**config.mk**
```make
export PLATFORM = sky130hd
export DESIGN_NAME = micro_sequencer
export DESIGN_NICKNAME = d
export VERILOG_FILES = /design/src/rtl/cpu_pkg.sv /design/src/rtl/next_addr_mux.sv /design/src/rtl/micro_sequencer.sv
export SDC_FILE = /design/constraint.sdc
export NUM_CORES = 1
export LEC_CHECK = 0
export ABC_AREA = 1
export CAP_MARGIN = 10
export CORE_MARGIN = 3
export CORE_UTILIZATION = 50
export DETAILED_ROUTE_END_ITERATION = 8
export GPL_ROUTABILITY_DRIVEN = 0
export PLACE_DENSITY_LB_ADDON = 0.25
export SLEW_MARGIN = 5
export SYNTH_ARGS = -nofsm -noshare
export SYNTH_HDL_FRONTEND = slang
export SYNTH_SLANG_ARGS = --single-unit
```
**constraint.sdc**
```tcl
create_clock -name clk -period 2.7 [get_ports clk]
set_input_delay 0.54 -clock clk [delete_from_list [all_inputs] [get_ports clk]]
set_output_delay 0.54 -clock clk [all_outputs]
set_load 0.03 [all_outputs]
```
**src/rtl/cpu_pkg.sv**
```systemverilog
// Shared definitions for the microcoded control unit: sequencer states,
// reserved microaddresses and control-word field widths.
package cpu_pkg;

  typedef enum logic [1:0] {
    IDLE  = 2'd0,
    RUN   = 2'd1,
    STALL = 2'd2,
    HALT  = 2'd3
  } seq_state_t;

  localparam logic [7:0] HALT_ADDR_DEFAULT = 8'hAA;
  localparam logic [7:0] UADDR_FETCH       = 8'h00;

  // Control-word field widths, most significant field first.
  localparam int CW_ADDR_W    = 8;
  localparam int CW_C_W       = 6;
  localparam int CW_REG_INC_W = 3;
  localparam int CW_B_W       = 3;
  localparam int CW_ALU_W     = 4;
  localparam int CW_M_W       = 3;
  localparam int CW_W = CW_ADDR_W + CW_C_W + CW_REG_INC_W + CW_B_W + CW_ALU_W + CW_M_W;

endpackage

```
**src/rtl/next_addr_mux.sv**
```systemverilog
// Combinational next-microaddress select: dispatch beats conditional branch,
// which beats the plain next-address field.
module next_addr_mux
  import cpu_pkg::*;
#(
  parameter int ADDR_W = CW_ADDR_W
) (
  input  logic              jmpc,
  input  logic              z_en,
  input  logic              z_flag,
  input  logic [ADDR_W-1:0] addr,
  input  logic [ADDR_W-1:0] opcode,
  output logic [ADDR_W-1:0] next_mpc,
  output logic              next_z_sel
);

  always_comb begin
    next_mpc   = addr;
    next_z_sel = 1'b0;
    if (jmpc) begin
      next_mpc   = opcode;
      next_z_sel = 1'b0;
    end else if (z_en) begin
      next_z_sel = z_flag;
    end
  end

endmodule

```
**src/rtl/micro_sequencer.sv**
```systemverilog
// Next-microaddress sequencer with start/halt control, memory-stall hold and
// a saturating dispatch counter. All outputs are registered.
//
//   state | meaning
//   ------+-----------------------------------------------------------
//   IDLE  | waiting for start, {z_sel, mpc} parked at the fetch word
//   RUN   | a new microaddress is registered on every edge
//   STALL | memory busy, address held; one extra hold edge on exit
//   HALT  | halt microaddress reached, address frozen until start
module micro_sequencer
  import cpu_pkg::*;
#(
  parameter int                ADDR_W    = 8,
  parameter logic [ADDR_W-1:0] HALT_ADDR = ADDR_W'(HALT_ADDR_DEFAULT),
  parameter int                CNT_W     = 16
) (
  input  logic              clk,
  input  logic              rst,
  input  logic              start,
  input  logic [ADDR_W-1:0] addr,
  input  logic              jmpc,
  input  logic              z_en,
  input  logic              z_flag,
  input  logic [ADDR_W-1:0] opcode,
  input  logic              stall,
  output logic [ADDR_W-1:0] mpc,
  output logic              z_sel,
  output logic              halted,
  output logic              busy,
  output logic [CNT_W-1:0]  dispatch_cnt
);

  localparam logic [ADDR_W-1:0] FETCH_ADDR = ADDR_W'(UADDR_FETCH);
  localparam logic [CNT_W-1:0]  CNT_MAX    = {CNT_W{1'b1}};

  seq_state_t        state;
  logic [ADDR_W-1:0] next_mpc;
  logic              next_z_sel;

  next_addr_mux #(.ADDR_W(ADDR_W)) u_next_addr_mux (
    .jmpc       (jmpc),
    .z_en       (z_en),
    .z_flag     (z_flag),
    .addr       (addr),
    .opcode     (opcode),
    .next_mpc   (next_mpc),
    .next_z_sel (next_z_sel)
  );

  always_ff @(posedge clk) begin
    if (rst) begin
      state        <= IDLE;
      mpc          <= FETCH_ADDR;
      z_sel        <= 1'b0;
      halted       <= 1'b0;
      busy         <= 1'b0;
      dispatch_cnt <= '0;
    end else begin
      case (state)
        IDLE: begin
          mpc   <= FETCH_ADDR;
          z_sel <= 1'b0;
          if (start) begin
            state <= RUN;
            busy  <= 1'b1;
          end
        end
        RUN: begin
          if (stall) begin
            state <= STALL;
          end else begin
            mpc   <= next_mpc;
            z_sel <= next_z_sel;
            if (jmpc && (dispatch_cnt != CNT_MAX))
              dispatch_cnt <= dispatch_cnt + 1'b1;
            // Halt is decided on the address being registered, so halted
            // and mpc == HALT_ADDR appear together.
            if (next_mpc == HALT_ADDR) begin
              state  <= HALT;
              halted <= 1'b1;
              busy   <= 1'b0;
            end
          end
        end
        STALL: begin
          if (!stall)
            state <= RUN;
        end
        HALT: begin
          if (start) begin
            state  <= IDLE;
            mpc    <= FETCH_ADDR;
            z_sel  <= 1'b0;
            halted <= 1'b0;
          end
        end
        default: state <= IDLE;
      endcase
    end
  end

endmodule

```
==> impl_metrics.py <==
metrics = {
    "run_status": {
        "status": "completed",
    },
    "yosys": {
        "yosysTopAreaCellShare_pct": 34.8,
        "synth_nets": 294,
        "async_flop_share_pct": 0,
        "synth_warnings": 0,
        "ys_seq_area_share_pct": 34.8,
        "synth_cells": 270,
        "ys.flop_type": "dfxtp_1",
        "synth-seq-cells": 29,
        "avgSynthCellArea_um2": 6.17,
        "synthTopCellsByArea": "dfxtp_1 35%, nand2_1 26%, a21oi_1 7.2%",
        "synth-edff-count": 0,
        "synth.distinct_cells": 26,
        "synth_area_leader_cell": "dfxtp_1",
        "syn_area_um2": 1670,
    },
    "cts": {
        "cts_max_level": 2,
        "cts_made_buffers": 5,
        "cts-resized-gates": 0,
        "cts_buffer_depth": 2,
        "postCtsSetupRepairBufs": 0,
        "clock-sinks": 29,
        "clock_latency_ps": 330,
        "cts_tree": "done",
        "cts.clk_slew.worst_paths_ps": 90,
        "clockRootBuffer": "clkbuf_4",
        "hold_buffers": 0,
    },
    "power_and_ir_drop": {
        "internal_power_w": 0.000724,
        "power_frac_clock_pct": 28.3,
        "p_per_area_nw_per_um2": 484,
        "seqPwrFrac_pct": 43.9,
        "finalPower_w": 0.00109,
        "switchingPower_w": 0.000370,
        "p_comb_share_pct": 27.7,
        "p_sw_share_pct": 33.8,
        "vdd_drop_max_mv": 0.344,
        "power.leakage_nw": 0.903,
    },
    "critical_path": {
        "crit_buf_inv": 1,
        "crit_path_max_fanout": 6,
        "crit_chain": "clkdlybuf4s50_1",
        "critPathMaxStageDelay_ps": 710,
        "cp_slowest_cell": "clkdlybuf4s50_1",
        "path_class": "register to primary output",
        "required_ps": 2160,
        "startpoint_type": "register",
        "worstPathArrival_ps": 1500,
        "cpLargestDelayFamily": "buffers and inverters",
        "end_kind": "primary output",
    },
    "timing": {
        "fin_worst_skew_ps": 2.08,
        "min_period_over_period_pct": 75.6,
        "slew_violations": 0,
        "hold_viol": 0,
        "fin_setup_tns_ps": 0,
        "tightestPinTransition_ps": 579,
        "fmax_mhz": 490,
        "maxSlewHeadroom_pct": 61.4,
        "finalSetupViolCount": 0,
        "grt_setup_unrepaired": "false",
        "fin_crit_ps": 2040,
    },
    "place": {
        "hpwl_mm": 3.21,
        "dp.cells": 359,
        "io_buffer_count": 49,
    },
    "cells_and_area": {
        "finalNonFillerCells": 367,
        "seqCellArea_um2": 581,
        "fin_util_pct": 72.2,
        "multi_input_area_um2": 946,
        "antennaDiodeCount": 0,
        "nets": 346,
        "area_growth_pct": 35.5,
        "fillers": 273,
        "layout-drive-gt1-share_pct": 6.50,
    },
    "flow_run": {
        "drv_cap": 0,
    },
    "route": {
        "routed_wirelength_mm": 4.33,
        "via_per_inst": 5.10,
        "drt_iter0_markers": 111,
        "wl_per_cell_um": 11.8,
        "ant_nets": 0,
        "num_vias": 1872,
        "drc": 0,
        "dr.pass1.iters": 4,
    },
    "floorplan": {
        "die_y_um": 63.7,
        "boundaryPins": 50,
        "die_w_um": 63.7,
        "std_cell_rows": 20,
        "start_util_pct": 53.3,
        "die-area_um2": 4060,
        "core-area_um2": 3130,
    },
    "global_routing": {
        "grtUsageTotal_pct": 22.6,
        "antenna_found_initial": 0,
        "grt_pass1_wl_mm": 7.25,
        "grt_pass1_vias": 1747,
        "grt_max_degree": 23,
        "grt-ovfl-total": 0,
    },
    "hold_path": {
        "hold_class": "register to register",
    },
}
==> layout make-up <==
type	instances	area share (%)
clock buffer	7	2.88
clock inverter	1	0.222
inverter	29	4.82
multi-input combinational	207	41.9
sequential	29	25.7
tap	44	2.44
timing repair buffer	50	22.0
==> synth_stat cells, types with 2 or more instances <==
| cell | instances |
|---|---|
| a21oi_1 | 24 |
| clkbuf_1 | 2 |
| dfxtp_1 | 29 |
| inv_1 | 26 |
| inv_2 | 2 |
| nand2_1 | 115 |
| nand3_1 | 9 |
| nand3_2 | 2 |
| nand4_1 | 6 |
| nor2_1 | 27 |
| nor2_2 | 2 |
| o21ai_0 | 8 |
| xnor2_1 | 4 |
| xor2_1 | 2 |
==> kinds of logic (layout without fill, tap and decap cells) <==
kind of cell / after synthesis / count (layout) / share of synthesized area, %
and+or+nand+nor: 165 / 165 / 41.8
AOI/OAI and AO/OA: 35 / 35 / 11.0
buffers and inverters: 34 / 87 / 8.41
DFF: 29 / 29 / 34.8
xor gates and xnor gates: 6 / 6 / 3.15
adders and majority gates: 1 / 1 / 0.751
==> power groups by stage <==
stage	Combinational (W)	Clock, W	Sequential (W)
finish	0.000303	0.000310	0.000480
global route	0.000334	0.000333	0.000485
CTS	0.000303	0.000318	0.000480
detailed placement	0.000300	0	0.000490
global placement	0.000297	0	0.000489
floorplan	0.000152	0	0.000529
==> per-stage QoR <==
stage | hold slack [ps] | cell area [um^2] | setup WS, ps
floorplan | 513 | 1670 | 944
global placement | 446 | 2190 | 512
detailed placement | 447 | 2190 | 447
CTS | 462 | 2260 | 645
global route | 489 | 2260 | 547
finish | 458 | 2260 | 658
==> registers in the layout, indices dropped and copies added, names as in the netlist <==
name and count:
dispatch_cnt 16, mpc 8, state 2, busy 1
halted 1, z_sel 1
==> metal layers <==
metal  wire length (um)  GRT usage (%)
met5                  0              0
met4                 80           8.89
met3                344           7.91
met2               2260           40.7
met1               1650           23.8
==> placed cells by master, fill, tap and decap left out, drive strengths merged <==
master         Yosys  routed
nand2            117     117
clkdlybuf4s50      0      49
nor2              31      31
dfxtp             29      29
inv               28      28
a21oi             25      25
nand3             11      11
o21ai              9       9
clkbuf             2       7
nand4              6       6
xnor2              4       4
xor2               2       2
clkinv             1       2
a31oi              1       1
ha                 1       1
buf                3       1
==> worst paths after layout <==
kind	slack, ps	start	cells past startpoint	endpoint
setup / recovery	660	dispatch_cnt[3]$_SDFFE_PP0P_	1	dispatch_cnt[3]
hold / removal	460	halted$_SDFFE_PP0P_	2	halted$_SDFFE_PP0P_
setup reg to reg	740	dispatch_cnt[0]$_SDFFE_PP0P_	7	dispatch_cnt[2]$_SDFFE_PP0P_
hold reg to reg	460	halted$_SDFFE_PP0P_	2	halted$_SDFFE_PP0P_
No activity file was read; power rests on OpenSTA's default activity.
